<file path="src/rtl/otter_fetch_queue.sv">
// Instruction-fetch front end: PC generator, one-deep in-flight tracker and a
// DEPTH-entry prefetch FIFO feeding decode through a valid/ready handshake.
module otter_fetch_queue #(
  parameter int unsigned    XLEN      = 32,
  parameter int unsigned    DEPTH     = 4,
  parameter int unsigned    ADDR_W    = 14,
  parameter logic [XLEN-1:0] RESET_VEC = '0
) (
  input  logic                       clk_i,
  input  logic                       rst_ni,
  input  logic                       redirect_i,
  input  logic [XLEN-1:0]            redirect_pc_i,
  output logic                       imem_rden_o,
  output logic [ADDR_W-1:0]          imem_addr_o,
  input  logic [31:0]                imem_dout_i,
  output logic                       id_valid_o,
  input  logic                       id_ready_i,
  output logic [31:0]                id_instr_o,
  output logic [XLEN-1:0]            id_pc_o,
  output logic [XLEN-1:0]            id_npc_o,
  output logic [$clog2(DEPTH+1)-1:0] count_o
);

  localparam int unsigned CNT_W = $clog2(DEPTH + 1);
  localparam int unsigned PTR_W = $clog2(DEPTH);
  localparam int unsigned OCC_W = CNT_W + 1;

  // ---------------------------------------------------------------------------
  // State
  // ---------------------------------------------------------------------------
  logic [XLEN-1:0]  fetch_pc_q,    fetch_pc_d;
  logic             inflight_q,    inflight_d;
  logic [XLEN-1:0]  inflight_pc_q, inflight_pc_d;
  logic [PTR_W-1:0] wr_ptr_q,      wr_ptr_d;
  logic [PTR_W-1:0] rd_ptr_q,      rd_ptr_d;
  logic [CNT_W-1:0] count_q,       count_d;

  logic [31:0]      instr_q [DEPTH];
  logic [XLEN-1:0]  pc_q    [DEPTH];

  // ---------------------------------------------------------------------------
  // Handshake and credit logic
  // ---------------------------------------------------------------------------
  logic             head_valid;
  logic             pop;
  logic             push;
  logic             issue;
  logic [OCC_W-1:0] occupancy;
  logic [XLEN-1:0]  redirect_target;
  logic             unused_redirect_lsbs;

  assign head_valid = (count_q != '0);
  assign pop        = head_valid & id_ready_i & ~redirect_i;
  assign push       = inflight_q & ~redirect_i;

  // Entries already committed (queued plus the read in flight), less the one
  // leaving this cycle; a new read is only issued when it is guaranteed a slot.
  assign occupancy  = {1'b0, count_q} + OCC_W'(inflight_q) - OCC_W'(pop);
  assign issue      = rst_ni & ~redirect_i & (occupancy < OCC_W'(DEPTH));

  assign redirect_target      = {redirect_pc_i[XLEN-1:2], 2'b00};
  assign unused_redirect_lsbs = ^redirect_pc_i[1:0];

  // ---------------------------------------------------------------------------
  // Next-state logic
  // ---------------------------------------------------------------------------
  always_comb begin
    fetch_pc_d    = fetch_pc_q;
    inflight_d    = issue;
    inflight_pc_d = inflight_pc_q;
    wr_ptr_d      = wr_ptr_q;
    rd_ptr_d      = rd_ptr_q;
    count_d       = count_q;

    if (redirect_i) begin
      fetch_pc_d = redirect_target;
      wr_ptr_d   = '0;
      rd_ptr_d   = '0;
      count_d    = '0;
    end else begin
      if (issue) begin
        inflight_pc_d = fetch_pc_q;
        fetch_pc_d    = fetch_pc_q + XLEN'(4);
      end
      if (push) begin
        wr_ptr_d = wr_ptr_q + PTR_W'(1);
      end
      if (pop) begin
        rd_ptr_d = rd_ptr_q + PTR_W'(1);
      end
      case ({push, pop})
        2'b10:   count_d = count_q + CNT_W'(1);
        2'b01:   count_d = count_q - CNT_W'(1);
        default: count_d = count_q;
      endcase
    end
  end

  // ---------------------------------------------------------------------------
  // Control registers
  // ---------------------------------------------------------------------------
  always_ff @(posedge clk_i or negedge rst_ni) begin
    if (!rst_ni) begin
      fetch_pc_q    <= RESET_VEC;
      inflight_q    <= 1'b0;
      inflight_pc_q <= '0;
      wr_ptr_q      <= '0;
      rd_ptr_q      <= '0;
      count_q       <= '0;
    end else begin
      fetch_pc_q    <= fetch_pc_d;
      inflight_q    <= inflight_d;
      inflight_pc_q <= inflight_pc_d;
      wr_ptr_q      <= wr_ptr_d;
      rd_ptr_q      <= rd_ptr_d;
      count_q       <= count_d;
    end
  end

  // ---------------------------------------------------------------------------
  // FIFO storage, one write-enabled slot per entry
  // ---------------------------------------------------------------------------
  for (genvar gi = 0; gi < DEPTH; gi++) begin : g_slot
    logic slot_we;
    assign slot_we = push & (wr_ptr_q == PTR_W'(gi));

    always_ff @(posedge clk_i or negedge rst_ni) begin
      if (!rst_ni) begin
        instr_q[gi] <= '0;
        pc_q[gi]    <= '0;
      end else if (slot_we) begin
        instr_q[gi] <= imem_dout_i;
        pc_q[gi]    <= inflight_pc_q;
      end
    end
  end

  // ---------------------------------------------------------------------------
  // Outputs
  // ---------------------------------------------------------------------------
  // The address is forced to zero in reset rather than showing RESET_VEC.
  assign imem_rden_o = issue;
  assign imem_addr_o = rst_ni ? fetch_pc_q[ADDR_W+1:2] : '0;

  assign id_valid_o  = head_valid;
  assign id_instr_o  = head_valid ? instr_q[rd_ptr_q] : '0;
  assign id_pc_o     = head_valid ? pc_q[rd_ptr_q] : '0;
  assign id_npc_o    = head_valid ? (pc_q[rd_ptr_q] + XLEN'(4)) : '0;
  assign count_o     = count_q;

  // The credit check makes this unreachable; firing means the accounting broke.
  push_when_full_a : assert property (@(posedge clk_i) disable iff (!rst_ni)
    !(push && (count_q == CNT_W'(DEPTH))));

endmodule

</file>
<file path="config.mk">
export PLATFORM = sky130hd
export DESIGN_NAME = otter_fetch_queue
export DESIGN_NICKNAME = d
export VERILOG_FILES = /design/src/rtl/otter_fetch_queue.sv
export SDC_FILE = /design/constraint.sdc
export NUM_CORES = 1
export LEC_CHECK = 0
export ABC_AREA = 1
export CORE_MARGIN = 2
export CORE_UTILIZATION = 57
export CTS_BUF_LIST = sky130_fd_sc_hd__clkbuf_16
export CTS_CLUSTER_DIAMETER = 40
export DETAILED_ROUTE_END_ITERATION = 6
export PLACE_DENSITY = 0.79
export SLEW_MARGIN = 20
export SYNTH_ARGS = -nofsm -noshare
export SYNTH_HDL_FRONTEND = slang
export SYNTH_SLANG_ARGS = --single-unit
</file>
<file path="constraint.sdc">
create_clock -name clk_i -period 5.2 [get_ports clk_i]
set_clock_uncertainty 0.2 [all_clocks]
set_input_delay 1.56 -clock clk_i [delete_from_list [all_inputs] [get_ports clk_i]]
set_output_delay 1.56 -clock clk_i [all_outputs]
set_load 0.005 [all_outputs]
</file>
---- Yosys cells after proc, flatten, opt, wreduce, memory -nomap -nowiden ----
Index checks and enable logic that the tools add are counted.
word-level totals
  register bits after elaboration ......... 328
operators by class
  add/subtract/negate cells ............... 8
  $lt $le $gt $ge ......................... 2
  equal/unequal tests ..................... 5
  mux-type cells .......................... 18
  bitwise gates (word level) .............. 11
  reductions and logical operators ........ 7
operator list
  cell                                                                           number
  32-bit two-way mux                                                             9
  32-bit binary-select mux with 2-bit select                                     2
  32-bit by 3-bit adder with 32-bit output (second input constant)               2
  14-bit two-way mux                                                             1
  1-bit bitwise AND                                                              9
  2-bit two-way mux                                                              4
  2-bit equality test (second input constant)                                    3
  3-bit case mux with 2 select lines                                             1
  2-bit nonzero test                                                             3
  3-bit nonzero test                                                             2
  2-bit by 1-bit adder with 2-bit output (second input constant)                 2
  3-bit by 1-bit adder with 4-bit output                                         1
  2-bit by 1-bit equality test with 1-bit output (second input constant)         2
  4-bit by 3-bit less-than comparator with 1-bit output (second input constant)  1
  4-bit by 1-bit subtractor with 4-bit output                                    1
  3-bit by 1-bit adder with 3-bit output (second input constant)                 1
  3-bit >= comparator (second input constant)                                    1
  3-bit two-way mux                                                              1
  2-bit inverter with 3-bit output                                               1
  3-bit by 1-bit subtractor with 3-bit output (second input constant)            1
  2-bit logical NOT                                                              1
  2-bit AND reduction                                                            1
  1-bit inverter                                                                 1

---- Depth between registers and ports, before layout ----
  depth after elaboration ................. 8
  mapped depth ............................ 21
  mapped depth without buffers ............ 20

---- Least setup slack after synthesis ----
OpenSTA, ideal clock, no wires.
  kind .................................... input-to-output
  start point ............................. in redirect_i
  end point ............................... out imem_rden_o
  arrival ................................. 3.157 ns
  slack ................................... 0.283 ns
  stages on the path ...................... 15
  cell sequence ........................... buf_2 > inv_1 > nand2_1 > inv_1 > ha_1 > inv_1 > ha_1 > inv_1 > o21ai_1 > inv_1 > nand2_1 > nand2_1 > nor2_1 > buf_2 > buf_2
on the way
  cells in the longest elaborated chain, start to end .. 5
  elaborated cells between the ends (all ways) .. 6
  those cells by class .................... 1 x add/sub; 1 x order compare; 4 x bitwise
RTL lines
  what                                                   RTL line  text
  start: declaration                                     11        input logic redirect_i,
  1-bit inverter (no source line) *                      -
  1-bit bitwise AND                                      53        assign pop = head_valid & id_ready_i & ~redirect_i;
  4-bit by 1-bit subtractor with 4-bit output            58        assign occupancy = {1'b0, count_q} + OCC_W'(inflight_q) - OCC_W'(pop);
  4-bit by 3-bit less-than comparator with 1-bit output  59        assign issue = rst_ni & ~redirect_i & (occupancy < OCC_W'(DEPTH));
  1-bit bitwise AND *                                    59
  end: declaration                                       13        output logic imem_rden_o,
Mark *: on every way between the ends. The rest lies on a longest branch, timed or not.

---- Worst setup path in the final report ----
  start point ............................. reg rd_ptr_q[1]
  end point ............................... out id_npc_o[22]
on the way
  cells in the longest elaborated chain, start to end .. 6
RTL lines
  what                                                    RTL line  text
  start: declaration                                      35        logic [PTR_W-1:0] rd_ptr_q, rd_ptr_d;
  start signal: assignment                                115       rd_ptr_q <= rd_ptr_d;
  2-bit inverter with 3-bit output (implied by the code)  148       assign id_npc_o = head_valid ? (pc_q[rd_ptr_q] + XLEN'(4)) : '0;
  32-bit binary-select mux with 2-bit select              148
  32-bit two-way mux (implied by the code) (2 in a row)   148
  32-bit by 3-bit adder with 32-bit output                148
  32-bit two-way mux                                      148
  end: declaration                                        20        output logic [XLEN-1:0] id_npc_o,
Every way passes these cells. The select of a mux whose other input is x is not followed.

==> results.md <==
* Critical-path maximum fanout at 16
* Mean cell area of the mapped netlist at between 7 and 8 um2
* Worst skew pair latency at between 0.5 and 0.6 ns
* Routed wirelength normalized by instance count at approximately 16 um
* Arrival time of the worst setup path at ~3.3 ns
* H-tree levels at 2
* Total wirelength of the detailed-routed design at between 40 and 50 mm
* Area Overhead vs Synth at 21.9%
* Initial DRC count at between 1500 and 2000
* Total number of nets in the final design at approximately 2400
* Synthesis warning total at 0
* Slew headroom at 0.395
* Crit path capture type: output pin
* Worst Path Required at between 3 and 4 ns
* Die width at 173 um
* Run status: finished clean
* Fraction of post-synthesis cell area in the top cell type by area at 0.485
* Port Buffer Count at approximately 180
* Synth area leaders: dfrtp_1, nand2_1, o21ai_0
* Final cell count without fillers at approximately 2800
* Type of element launching the critical path: register
* Cell chosen for the clock root: clkbuf_16
* Tmin final at ~5.1 ns
* Final worst path period share at 0.972
* Flop and latch count out of synthesis at approximately 320
* CTS tree: yes
* Core Area at 28000 um2
* R2R cell count at 22
* Top post-synthesis cells by count: nand2_1, o21ai_0, dfrtp_1
* End point of the worst hold path: instr_q[66]
* CTS Buf Count at 42
* DIE HEIGHT at approximately 170 um
* Final max-slew violation count at 0
* Share of cells above drive strength 1 at 0.0640
* Total die area at between 20000 and 30000 um2
* HP Class: reg -> reg
* Final number of hold-violating endpoints at 0
* Vias in the first global route at 14750
* Netlist cell types at 35
* Max-cap violations at 0
* Startpoint of the most critical register-to-register path: count_o[1]
* Largest area contributor in the synthesized netlist: dfrtp_1
* Comb power frac at 0.396
* I/O pins at ~180
* Setup-failing EPs final at 0
* Design internal power at around 6.6 mW
* Share of total power in sequential cells at 0.336
* Post-synth EDFFs at 0
* Global route overflow at 0
* Core utilization of the finished layout at 0.710
* Proportion of synthesized flip-flops having asynchronous set or reset at 1.00
* Pin count of the biggest net entering global routing at between 150 and 200
* Final GP Congestion at 0.888
* Starting density of the core at 0.582
* DPL Wire Length at ~28 mm
* Net switching fraction of the power at 0.385
* Mapped cell area at approximately 16000 um2
* Leak at about 9.3 nW
* Hold Crit Depth at 2
* Source of the worst hold timing path: instr_q[66]
* Clock transition at path regs at approximately 0.06 ns
* Count of clock tree sinks at around 320
* Reg-to-reg critical path endpoint: fetch_pc_q[24]
* NetSw at about 4 mW
* Placed Cells at ~2700
* Worst VDD drop at between 0.2 and 0.3 mV
* Total power density per cell area at 539 nW/um2
* Sequential-to-total area share from yosys stat at 0.485
* RSZ-0062 raised after global routing: false
* Max Buffers Root-to-Sink at 3
* Area post-placement at 18300 um2
* Library cell with the highest instance count after synthesis: nand2_1
* Site row count at 61
* Prevailing post-synth register cell: dfrtp_1
* Clock share of power at 0.267
* Vias at ~15000
* Wire length of the first global-routing pass at approximately 74 mm
* Kind of critical path: reg -> out
* Remaining number of nets flagged by the antenna check after routing at 0
* Worst Max-Slew Pin Slew at 0.908 ns
* Number of antenna violations at the first check in global routing at 0
* GR Util All Layers at 0.296
* Detailed-router iteration count before antenna repair at 6
* Max frequency at roughly 200 MHz
* Synth Instances at ~2200
* DRC violations left at 0
* Vias per cell at about 5.5
* Aggregate negative setup slack at 0 ns
* Final Instance Area at 19900 um2
* Antenna diode count at 0
* Setup slack of the most critical reg-to-reg path at roughly 1.9 ns
## critical path, cell delays in order (launching register included)
cell	delay (ns)
dfrtp_4	0.58
inv_6	0.17
buf_8	0.19
nand2_1	0.07
nand2_1	0.12
ha_1	0.21
nand3_2	0.12
nor2_4	0.15
nand3_2	0.16
nor2_4	0.19
nand2_1	0.07
nand2_1	0.06
inv_1	0.04
nor2_1	0.10
clkdlybuf4s50_1	0.51
## cell families after synthesis
family | Yosys count | share of synthesized area
other cells | 1 | 0.000230
flops | 316 | 0.485
buf+inv | 282 | 0.0739
simple gates | 1148 | 0.281
xor+xnor | 27 | 0.0145
compound gates | 435 | 0.137
fa+ha+maj | 10 | 0.00813
## routing by layer
metal	wire [um]	vias to the layer above	global-route usage
met5	0	-	0
met4	979	0	0.0890
met3	3770	91	0.0545
met2	21100	702	0.476
met1	19400	7145	0.413
li1	-	7325	-
## stage by stage
stage | worst slack (ns) | hold slack (ns) | total power, mW
CTS | 0.0223 | 0.282 | 10.6
global placement | -0.269 | 0.260 | 7.54
global route | 0.000524 | 0.301 | 11.4
detailed placement | -0.280 | 0.267 | 7.67
finish | 0.146 | 0.279 | 10.7
floorplan | 0.283 | 0.248 | 5.91
## cell type report
type / count / area, um2
Tap cell: 378 / 473
Inverter: 148 / 587
Timing Repair inverter: 1 / 11.3
Clock inverter: 36 / 360
Clock buffer: 42 / 1050
Timing Repair Buffer: 209 / 2230
Multi-Input combinational cell: 1624 / 7260
Fill cell: 2200 / 8130
Sequential cell: 316 / 7920
## power groups by stage
stage | Sequential, mW | Combinational [mW] | Clock, mW
6_report | 3.60 | 4.25 | 2.87
5_1_grt | 3.68 | 4.75 | 2.99
4_1_cts | 3.59 | 4.15 | 2.89
3_5_place_dp | 3.61 | 4.06 | 0
3_3_place_gp | 3.58 | 3.96 | 0
2_1_floorplan | 3.46 | 2.45 | 0
## sequential cells by signal (all words and copies together) (netlist names)
| signal | cells |
|---|---|
| inflight_pc_q | 30 |
| fetch_pc_q | 30 |
| wr_ptr_q | 2 |
| pc_q | 120 |
| rd_ptr_q | 2 |
| instr_q | 128 |
| count_o | 3 |
| inflight_q | 1 |
## worst max path at each step
stage	start	slack (ns)	end	cells after the start
finish	rd_ptr_q[1]	0.15	id_npc_o[22]	14
floorplan	redirect_i	0.28	imem_rden_o	15
detailed placement	id_ready_i	-0.28	imem_rden_o	15
global placement	id_ready_i	-0.27	imem_rden_o	15
global route	id_ready_i	0.0005	imem_rden_o	15
CTS	id_ready_i	0.02	imem_rden_o	15
## timing repair
action	CTS	global route
cloned	1	3
hold buffers	0	0
pin swaps	0	3
resized for setup	7	15
buffers inserted	1	2
setup endpoints to repair	11	20
## cells in the final DEF (no fill, tap or decap), types with 8 or more instances in the layout
master | Yosys | final
nand2_1 | 747 | 742
o21ai_0 | 363 | 363
dfrtp_1 | 316 | 314
nor2_1 | 252 | 249
clkdlybuf4s50_1 | 0 | 174
inv_1 | 144 | 143
nand3_1 | 94 | 94
a21oi_1 | 46 | 46
clkbuf_16 | 0 | 44
o211ai_1 | 19 | 19
buf_4 | 13 | 18
xor2_1 | 17 | 17
nor3_1 | 15 | 15
nor2_2 | 10 | 11
xnor2_1 | 10 | 10
nand4_1 | 9 | 9
ha_1 | 9 | 9
nand2_2 | 7 | 8
clkinv_2 | 0 | 8
No activity file was read; power rests on OpenSTA's default activity.
